--- src/rtl/branch_pkg.sv ---
// branch_pkg: branch op encodings, FSM state type and counter width default
package branch_pkg;
  localparam int CNT_W_DEF = 16;
  typedef enum logic [2:0] {
    BR_BEQ, BR_BNE, BR_BLEZ, BR_BGTZ, BR_BLTZ, BR_BGEZ, BR_BLT, BR_BLTU
  } br_op_e;
  typedef enum logic {EMPTY, FULL} br_state_e;
endpackage

--- src/rtl/branch_resolve_if.sv ---
// branch_resolve_if: request/result handshake between datapath, resolver and fetch
interface branch_resolve_if;
  logic in_valid, in_ready, out_valid, out_ready;
  logic big, equal, little, sign1, sign2, taken, err;
  logic [2:0] op;
  logic [31:0] pc, target;
  logic [15:0] offset;
  modport master(
    output in_valid, op, big, equal, little, sign1, sign2, pc, offset, out_ready,
    input in_ready, out_valid, taken, target, err
  );
  modport slave(
    input in_valid, op, big, equal, little, sign1, sign2, pc, offset, out_ready,
    output in_ready, out_valid, taken, target, err
  );
endinterface

--- src/rtl/branch_cond.sv ---
// branch_cond: branch condition from unsigned comparator flags and operand signs
module branch_cond
  import branch_pkg::*;
(
  input  logic [2:0] op,
  input  logic       big,
  input  logic       equal,
  input  logic       little,
  input  logic       sign1,
  input  logic       sign2,
  output logic       taken,
  output logic       err
);
  logic s_big, s_little, cond;
  assign s_little = (sign1 != sign2) ? sign1 : little;
  assign s_big    = (sign1 != sign2) ? sign2 : big;
  assign err      = $countones({big, equal, little}) != 1;
  always_comb begin
    cond = 1'b0;
    case (br_op_e'(op))
      BR_BEQ:  cond = equal;
      BR_BNE:  cond = !equal;
      BR_BLEZ: cond = s_little | equal;
      BR_BGTZ: cond = s_big;
      BR_BLTZ: cond = s_little;
      BR_BGEZ: cond = s_big | equal;
      BR_BLT:  cond = s_little;
      BR_BLTU: cond = little;
      default: cond = 1'b0;
    endcase
  end
  assign taken = cond & !err;
endmodule

--- src/rtl/branch_resolve.sv ---
// branch_resolve: registered branch resolution with valid/ready handshake and statistics
module branch_resolve
  import branch_pkg::*;
#(
  parameter int CNT_W = CNT_W_DEF
) (
  input  logic             clk,
  input  logic             rst_n,
  branch_resolve_if.slave  bus,
  output logic [CNT_W-1:0] resolved_cnt,
  output logic [CNT_W-1:0] taken_cnt
);
  br_state_e state, next;
  logic accept, c_taken, c_err;
  logic [31:0] seq_pc, br_pc;
  branch_cond u_cond (
    .op(bus.op), .big(bus.big), .equal(bus.equal), .little(bus.little),
    .sign1(bus.sign1), .sign2(bus.sign2), .taken(c_taken), .err(c_err)
  );
  assign accept = bus.in_valid & bus.in_ready;
  assign seq_pc = bus.pc + 32'd4;
  assign br_pc  = seq_pc + {{14{bus.offset[15]}}, bus.offset, 2'b00};
  always_ff @(posedge clk or negedge rst_n)
    if (!rst_n) state <= EMPTY;
    else state <= next;
  always_comb next = accept ? FULL : (state == FULL && bus.out_ready) ? EMPTY : state;
  always_comb begin
    bus.in_ready  = (state == EMPTY) | bus.out_ready;
    bus.out_valid = state == FULL;
  end
  always_ff @(posedge clk or negedge rst_n)
    if (!rst_n) begin
      bus.taken    <= 1'b0;
      bus.target   <= '0;
      bus.err      <= 1'b0;
      resolved_cnt <= '0;
      taken_cnt    <= '0;
    end else if (accept) begin
      bus.taken    <= c_taken;
      bus.target   <= c_taken ? br_pc : seq_pc;
      bus.err      <= c_err;
      resolved_cnt <= resolved_cnt + CNT_W'(~&resolved_cnt);
      taken_cnt    <= taken_cnt + CNT_W'(c_taken & ~&taken_cnt);
    end
endmodule

--- src/flat_wrapper.sv ---
// flat-port wrapper written by rule: the top's interface ports become plain ports
module branch_resolve_flat import branch_pkg::*;
#(
  parameter int CNT_W = CNT_W_DEF
)
  (clk, rst_n, resolved_cnt, taken_cnt, bus_in_valid, bus_op, bus_big, bus_equal, bus_little, bus_sign1, bus_sign2, bus_pc, bus_offset, bus_out_ready, bus_in_ready, bus_out_valid, bus_taken, bus_target, bus_err);
  branch_resolve_if bus_i ();
  input  logic clk;
  input  logic rst_n;
  output logic [CNT_W-1:0] resolved_cnt;
  output logic [CNT_W-1:0] taken_cnt;
  input wire logic [$bits(bus_i.in_valid)-1:0] bus_in_valid;
  input wire logic [$bits(bus_i.op)-1:0] bus_op;
  input wire logic [$bits(bus_i.big)-1:0] bus_big;
  input wire logic [$bits(bus_i.equal)-1:0] bus_equal;
  input wire logic [$bits(bus_i.little)-1:0] bus_little;
  input wire logic [$bits(bus_i.sign1)-1:0] bus_sign1;
  input wire logic [$bits(bus_i.sign2)-1:0] bus_sign2;
  input wire logic [$bits(bus_i.pc)-1:0] bus_pc;
  input wire logic [$bits(bus_i.offset)-1:0] bus_offset;
  input wire logic [$bits(bus_i.out_ready)-1:0] bus_out_ready;
  output wire logic [$bits(bus_i.in_ready)-1:0] bus_in_ready;
  output wire logic [$bits(bus_i.out_valid)-1:0] bus_out_valid;
  output wire logic [$bits(bus_i.taken)-1:0] bus_taken;
  output wire logic [$bits(bus_i.target)-1:0] bus_target;
  output wire logic [$bits(bus_i.err)-1:0] bus_err;
  assign bus_i.in_valid = bus_in_valid;
  assign bus_i.op = bus_op;
  assign bus_i.big = bus_big;
  assign bus_i.equal = bus_equal;
  assign bus_i.little = bus_little;
  assign bus_i.sign1 = bus_sign1;
  assign bus_i.sign2 = bus_sign2;
  assign bus_i.pc = bus_pc;
  assign bus_i.offset = bus_offset;
  assign bus_i.out_ready = bus_out_ready;
  assign bus_in_ready = bus_i.in_ready;
  assign bus_out_valid = bus_i.out_valid;
  assign bus_taken = bus_i.taken;
  assign bus_target = bus_i.target;
  assign bus_err = bus_i.err;
  branch_resolve #(.CNT_W(CNT_W)) u_core (.clk(clk), .rst_n(rst_n), .bus(bus_i), .resolved_cnt(resolved_cnt), .taken_cnt(taken_cnt));
endmodule
--- config.mk ---
export PLATFORM = sky130hd
export DESIGN_NAME = branch_resolve_flat
export DESIGN_NICKNAME = d
export VERILOG_FILES = /design/src/rtl/branch_pkg.sv /design/src/rtl/branch_resolve_if.sv /design/src/rtl/branch_cond.sv /design/src/rtl/branch_resolve.sv /design/src/flat_wrapper.sv
export SDC_FILE = /design/constraint.sdc
export NUM_CORES = 1
export LEC_CHECK = 0
export CAP_MARGIN = 0
export CORE_AREA = 2 2 75 148
export CTS_CLUSTER_DIAMETER = 200
export DETAILED_ROUTE_END_ITERATION = 10
export DIE_AREA = 0 0 77 150
export PLACE_DENSITY = 0.79
export SETUP_SLACK_MARGIN = 0.3
export SKIP_LAST_GASP = 1
export SLEW_MARGIN = 25
export SYNTH_ARGS = -nofsm -noshare
export SYNTH_HDL_FRONTEND = slang
export SYNTH_HIERARCHICAL = 1
export SYNTH_SLANG_ARGS = --single-unit
--- constraint.sdc ---
create_clock -name clk -period 6.1 [get_ports clk]
set_clock_uncertainty 0.1 [all_clocks]
set_input_delay 0.915 -clock clk [delete_from_list [all_inputs] [get_ports clk]]
set_output_delay 0.915 -clock clk [all_outputs]
set_load 0.05 [all_outputs]
==> results of run 1 <==
[cell usage after synthesis, types with 2 or more instances]
| master | instances |
|---|---|
| nand2_1 | 99 |
| dfrtp_1 | 67 |
| xnor2_1 | 56 |
| nor2_1 | 45 |
| ha_1 | 41 |
| a21oi_1 | 39 |
| nand3_1 | 30 |
| o21ai_0 | 28 |
| xor2_1 | 23 |
| nand4_1 | 22 |
| a21o_1 | 20 |
| clkbuf_1 | 13 |
| and3_1 | 11 |
| inv_1 | 11 |
| mux2i_1 | 8 |
| o21ai_1 | 7 |
| nor3_1 | 6 |
| o21bai_1 | 6 |
| a211oi_1 | 5 |
| a31oi_1 | 5 |
| buf_1 | 5 |
| nand2b_1 | 5 |
| and2_1 | 3 |
| and4_1 | 3 |
| nor4_1 | 3 |
| o211ai_1 | 3 |
| o21a_1 | 3 |
| or3_1 | 3 |
| a21oi_2 | 2 |
| fa_1 | 2 |
| nor2b_1 | 2 |
| o22ai_1 | 2 |
[per-layer routing]
metal / up-vias / global-route usage, % / wire [um] / share of wire [%]
met3: 46 / 3.80 / 535 / 3.5
met4: 0 / 15.4 / 671 / 4.4
met1: 2300 / 25.1 / 5350 / 35
li1: 2361 / - / - / -
met2: 166 / 51.8 / 8530 / 57
met5: - / 0 / 0 / 0
[sequential cells by signal, indices dropped and copies added (netlist names)]
signal	cells
u_core/bus.err	1
u_core/bus.out_valid	1
u_core/bus.taken	1
u_core/bus.target	32
u_core/resolved_cnt	16
u_core/taken_cnt	16
[final cells by class]
cell class / instances / area share [%]
multi-input combinational: 503 / 48.8
sequential: 67 / 24.8
timing repair buffer: 131 / 19.2
clock buffer: 12 / 3.65
tap: 137 / 2.54
inverter: 12 / 0.666
clock inverter: 4 / 0.389
[power groups by stage]
stage	Combinational [mW]	Sequential [mW]	Clock (mW)
3_3_place_gp	0.748	0.575	0
5_1_grt	0.814	0.582	0.504
4_1_cts	0.766	0.572	0.483
3_5_place_dp	0.761	0.579	0
6_report	0.764	0.571	0.475
2_1_floorplan	0.262	0.797	0
[logic make-up (layout without fill, tap and decap cells)]
family                   after synthesis  in the layout  share of synthesized area, %
flip-flops                            67             67                          33.0
XOR/XNOR                              79             79                          13.6
AO/OA/AOI/OAI                        135            135                          16.9
AND/OR/NAND/NOR                      238            238                          21.8
adder cells (fa/ha/maj)               43             43                          10.9
multiplexers                           8              8                          1.57
buffers and inverters                 31            159                          2.31
[per-stage QoR]
step	cells	hold WS (ns)	util, %	total power, mW	worst slack, ns
finish	866	0.384	64.5	1.81	1.18
global route	866	0.414	64.5	1.90	0.876
CTS	866	0.385	64.5	1.82	1.18
detailed placement	850	0.369	61.9	1.34	0.851
global placement	850	0.356	61.9	1.32	0.907
floorplan	601	0.519	-	1.06	2.23
[cell usage in the layout (no fill, tap or decap), drive strengths merged, types with 6 or more instances in the layout]
cell / n
and3: 11
a21o: 21
xnor2: 56
o21bai: 6
o21ai: 35
xor2: 23
inv: 12
clkdlybuf4s50: 126
mux2i: 8
a211oi: 6
nand2: 99
clkbuf: 12
nor2: 46
nand3: 31
nand4: 22
dfrtp: 67
a21oi: 41
a31oi: 6
ha: 41
nor3: 7
[worst paths after layout]
| path | startpoint | end | slack [ns] | depth (start not counted) |
|---|---|---|---|---|
| hold / removal | u_core/bus.target[14] | u_core/bus.target[14] | 0.38 | 1 |
| setup reg to reg | u_core/resolved_cnt[7] | u_core/resolved_cnt[11] | 3.48 | 8 |
| max in group asynchronous | rst_n | u_core/bus.target[5] | 4.63 | 2 |
| hold reg to reg | u_core/bus.target[14] | u_core/bus.target[14] | 0.38 | 1 |
| min in group asynchronous | rst_n | u_core/resolved_cnt[4] | 0.68 | 2 |
| setup / recovery | bus_pc[4] | u_core/bus.target[31] | 1.18 | 18 |
==> impl_metrics.csv, run 1 <==
group,metric,value,unit
min_path,worst_hold_path_type,"reg2reg",
floorplanning,initial_core_util,48.6,%
final_layout,multi_input_area,0.00330,mm2
critical_path,crit_fanout,6,
grt,first_global_vias,5143,
timing,setup_tns,0,ns
final_layout,antenna_cells,0,
cts,cts.htree.levels,3,
placed_design,dp_hpwl,11.8,mm
critical_path,cp_top_family,"simple AND/OR/NAND/NOR gates",
cts,cts_tree,"built",
logic_synthesis,ys_ff_latch,67,
placed_design,port_buffers,127,
critical_path,worstSetupStartpointType,"input port",
critical_path,worstSetupPathType,"in2reg",
floorplanning,ios,128,
cts,clkTransAtPathRegs,0.05,ns
timing,rsz0062_at_grt,"false",
logic_synthesis,synth_nets,704,
timing,final.min_clock_period,4.92,ns
power_and_ir_drop,switchingPower,0.735,mW
floorplanning,rows,53,
route,postRouteAntennaNets,0,
final_layout,design_area,0.00676,mm2
timing,finalSetupViolCount,0,
logic_synthesis,async_reset_ff_share,100,%
logic_synthesis,syn-mean-instance-area,8.46,um2
critical_path,crit_buf_inv,1,
power_and_ir_drop,powerDensity,268,mW/mm2
logic_synthesis,synth_edf_count,0,
grt,grt_max_degree,68,
cts,clock-root-buffer,"clkbuf_16",
logic_synthesis,netlist_area,0.00509,mm2
outcome,status,"finished clean",
logic_synthesis,synth_top_area_share,33.0,%
final_layout,regArea,0.00168,mm2
cts,postCtsResizedCells,0,
cts,cts_hold_buf,0,
timing,fin_crit_sh,80.7,%
power_and_ir_drop,clkPwrFrac,26.2,%
critical_path,critical_path_required,6.23,ns
final_layout,fillers,957,
final_layout,drive_gt1_share,4.80,%
grt,antenna_found_initial,0,
route,vias,4873,
power_and_ir_drop,power_frac_seq,31.5,%
cts,cts-buffers-inserted,9,
cts,cts.path.max_buffers,2,
cts,post_cts_buffers,0,
floorplanning,fp.dieH,150,um
route,drtPass1Iterations,4,
timing,max_slew_margin,38.3,%
cts,clock_sinks,67,
placed_design,placed_area,0.00649,mm2
floorplanning,die_w,77,um
timing,maxSlewViolCount,0,
power_and_ir_drop,p_int,1.08,mW
route,drtIter0Drc,207,
route,via_per_inst,5.63,
route,drc,0,
power_and_ir_drop,ir_worst_vdd,0.160,mV
critical_path,slowest_delay,0.53,ns
logic_synthesis,synth_cell_types,55,
timing,worst_slew_pin_slew,0.923,ns
timing,finalHoldViolations,0,
job,maxCapViolCount,0,
logic_synthesis,synth.area.top_cells,"dfrtp_1, ha_1, xnor2_1, nand2_1, xor2_1",
critical_path,endpoint_kind,"register",
critical_path,cp.arrival,5.05,ns
placed_design,routabilityCongestion,0.905,
timing,fmax,203,MHz
logic_synthesis,synth_top_area_cell,"dfrtp_1",
power_and_ir_drop,p_leak,2.93,nW
final_layout,area_growth,32.9,%
logic_synthesis,syn_inst,601,
grt,grt_pass1_wl,24.0,mm
logic_synthesis,synth_ff_type,"dfrtp_1",
power_and_ir_drop,comb_power_share,42.2,%
route,wl,15.1,mm
logic_synthesis,synth-seq-area-share,33.0,%
cts,clock_latency,0.33,ns
grt,track_usage,26.3,%
route,avgRoutedWirePerCell,17.4,um
logic_synthesis,yosysWarnings,6,
critical_path,crit_path_cell_trace,"clkdlybuf4s50_1, nand3_1, nor2_1, nand2_1, nor2_1, nand3_1, xnor2_1, ha_1, nand2_1, o21ai_0, o211ai_1, a31oi_2, a21oi_2, o2111ai_1, a21oi_1, xnor2_1, and3_1, o31ai_2",
grt,overflow,0,
final_layout,final_net_count,827,
power_and_ir_drop,switching_share,40.6,%
floorplanning,die-area,0.0116,mm2
critical_path,crit_slowest_cell,"clkdlybuf4s50_1",
floorplanning,core-area,0.0105,mm2
No activity file was read; power rests on OpenSTA's default activity.
==> run 2, diff against run 1 <==
==> constraint.sdc (replaced) <==
create_clock -name clk -period 4.6 [get_ports clk]
set_clock_uncertainty 0.1 [all_clocks]
set_input_delay 0.69 -clock clk [delete_from_list [all_inputs] [get_ports clk]]
set_output_delay 0.69 -clock clk [all_outputs]
set_load 0.05 [all_outputs]
==> impl_metrics.csv, run 2 (synthesis gave the netlist of run 1 again) <==
group,metric,value,unit
power_and_ir_drop,power,2.67,mW
route,vias,5077,
grt,first_global_vias,5164,
power_and_ir_drop,p_int,1.65,mW
placed_design,routabilityCongestion,0.918,
critical_path,r2r_end,"u_core/resolved_cnt[15]",
floorplanning,initial_core_util,48.6,%
job,maxCapViolCount,0,
cts,cts.path.max_buffers,2,
power_and_ir_drop,ir_worst_vdd,0.263,mV
final_layout,area_growth,40.6,%
route,routed.top_layer,"met4",
critical_path,worstSetupPathType,"in2reg",
power_and_ir_drop,comb_power_share,39.1,%
grt,grt_pass1_wl,25.0,mm
route,via_per_inst,5.70,
route,drc,0,
timing,maxSlewViolCount,0,
grt,overflow,0,
timing,max_slew_margin,51.3,%
cts,clock_latency,0.33,ns
cts,clock_sinks,67,
final_layout,largest_reg_flops,32,
route,met3_length,495,um
critical_path,r2r_slack,1.82,ns
cts,clkTransAtPathRegs,0.06,ns
final_layout,fin_cells,890,
critical_path,crit_fanout,5,
floorplanning,core-area,0.0105,mm2
final_layout,drive_gt1_share,10.2,%
critical_path,r2r_cells,8,
route,met1Wirelength,5.65,mm
floorplanning,die_w,77,um
critical_path,crit_path_cell_trace,"clkdlybuf4s50_1, and4_4, and3_1, nand3_1, or3_1, nor2_2, xor2_2, ha_4, nand4_1, nor2_1, a21oi_4, o2111ai_1, a21oi_1, xnor2_1, a21oi_1, o31ai_2",
route,avgRoutedWirePerCell,17.8,um
critical_path,reg2reg_from,"u_core/resolved_cnt[7]",
power_and_ir_drop,clkPwrFrac,32.5,%
power_and_ir_drop,powerDensity,373,mW/mm2
power_and_ir_drop,switching_share,38.0,%
floorplanning,rows,53,
cts,cts-buffers-inserted,9,
cts,cts_hold_buf,0,
final_layout,fillers,879,
timing,setup_ws,0.508,ns
timing,finalSetupViolCount,0,
final_layout,mostFrequentLayoutCell,"clkdlybuf4s50_1",
power_and_ir_drop,switchingPower,1.01,mW
placed_design,dp_slack,0.0472,ns
critical_path,critical_path_required,4.74,ns
route,route.met2.wl,8.93,mm
critical_path,cp.arrival,4.23,ns
final_layout,multi_input_area,0.00341,mm2
floorplanning,ios,128,
placed_design,port_buffers,127,
final_layout,regArea,0.00168,mm2
placed_design,dp_hpwl,12.3,mm
final_layout,mostFrequentLayoutCells,"clkdlybuf4s50_1, nand2_1, dfrtp_1, xnor2_1, nor2_1",
timing,final.min_clock_period,4.09,ns
cts,cts.htree.levels,3,
timing,setup_tns,0,ns
route,drtPass1Iterations,4,
timing,worst_slew_pin_slew,0.729,ns
critical_path,slowest_delay,0.55,ns
cts,clock-root-buffer,"clkbuf_16",
critical_path,cp_top_family,"simple AND/OR/NAND/NOR gates",
min_path,worst_hold_path_type,"in2async",
final_layout,antenna_cells,0,
route,postRouteAntennaNets,0,
timing,whs,0.194,ns
critical_path,crit_slowest_cell,"clkdlybuf4s50_1",
placed_design,place_inst,871,
timing,fmax,244,MHz
final_layout,regMostFlops,"u_core/bus.target",
final_layout,biggestRegsByFlops,"u_core/bus.target (32), u_core/resolved_cnt (16), u_core/taken_cnt (16)",
grt,antenna_found_initial,0,
critical_path,worstSetupStartpointType,"input port",
timing,rsz0062_at_grt,"true",
power_and_ir_drop,p_leak,3.13,nW
route,wl,15.8,mm
critical_path,endpoint_kind,"register",
cts,cts_tree,"built",
power_and_ir_drop,power_frac_seq,28.4,%
critical_path,crit_buf_inv,1,
outcome,status,"finished clean",
floorplanning,fp.dieH,150,um
floorplanning,die-area,0.0116,mm2
timing,finalHoldViolations,0,
final_layout,final_net_count,851,
critical_path,worst_path_most_repeated_cell,"a21oi_1",
grt,grt_max_degree,54,
timing,fin_crit_sh,89.0,%
grt,track_usage,27.4,%
route,drtIter0Drc,287,
-- run 2: worst register-to-register path, stage by stage, from the launching register on --
cell,delay [ns]
dfrtp_1,0.42
and3_1,0.26
and4_1,0.28
nand4_1,0.14
ha_1,0.18
and3_1,0.21
nor3b_1,0.63
nand4_1,0.25
xnor2_1,0.19
-- run 2: worst max-delay path by stage --
stage	startpoint	end	slack, ns	cells after the start
after floorplan	bus_pc[9]	u_core/bus.target[31]	0.95	17
after global placement	bus_pc[4]	u_core/bus.target[23]	0.07	19
after detailed placement	bus_pc[4]	u_core/bus.target[23]	0.05	19
after CTS	bus_pc[4]	u_core/bus.target[23]	0.37	19
after global routing	bus_pc[5]	u_core/bus.target[23]	0.19	19
final	bus_pc[16]	u_core/bus.target[31]	0.51	16
-- run 2: metal layers --
metal,GRT usage [%],vias to the layer above
met5,0,-
met4,15.4,0
met3,3.02,47
met2,53.9,180
met1,27.3,2431
li1,-,2419
-- run 2: layout make-up --
cell class                 count  area share [%]
clock buffer                   9            3.15
sequential                    67            23.4
timing repair buffer         155            20.7
tap                          137            2.40
inverter                      12           0.630
clock inverter                 7            2.05
multi-input combinational    503            47.7
-- run 2: power groups by stage --
stage	registers, mW	logic (mW)	clock network (mW)
global route	0.773	1.11	0.901
CTS	0.758	1.03	0.880
global placement	0.763	1.00	0
detailed placement	0.766	1.02	0
floorplan	1.06	0.347	0
finish	0.759	1.04	0.867
-- run 2: per-stage QoR --
step | util, % | area [um2]
after floorplan | - | 5090
after global placement | 63.4 | 6650
after detailed placement | 63.4 | 6650
after CTS | 67.0 | 7020
after global routing | 68.3 | 7150
final | 68.3 | 7150
-- run 2: what timing repair did --
item | CTS | global route
endpoints found under the hold margin | 0 | 0
setup endpoints to repair | 0 | 5
gates resized for setup | 0 | 22
buffers inserted | 0 | 3
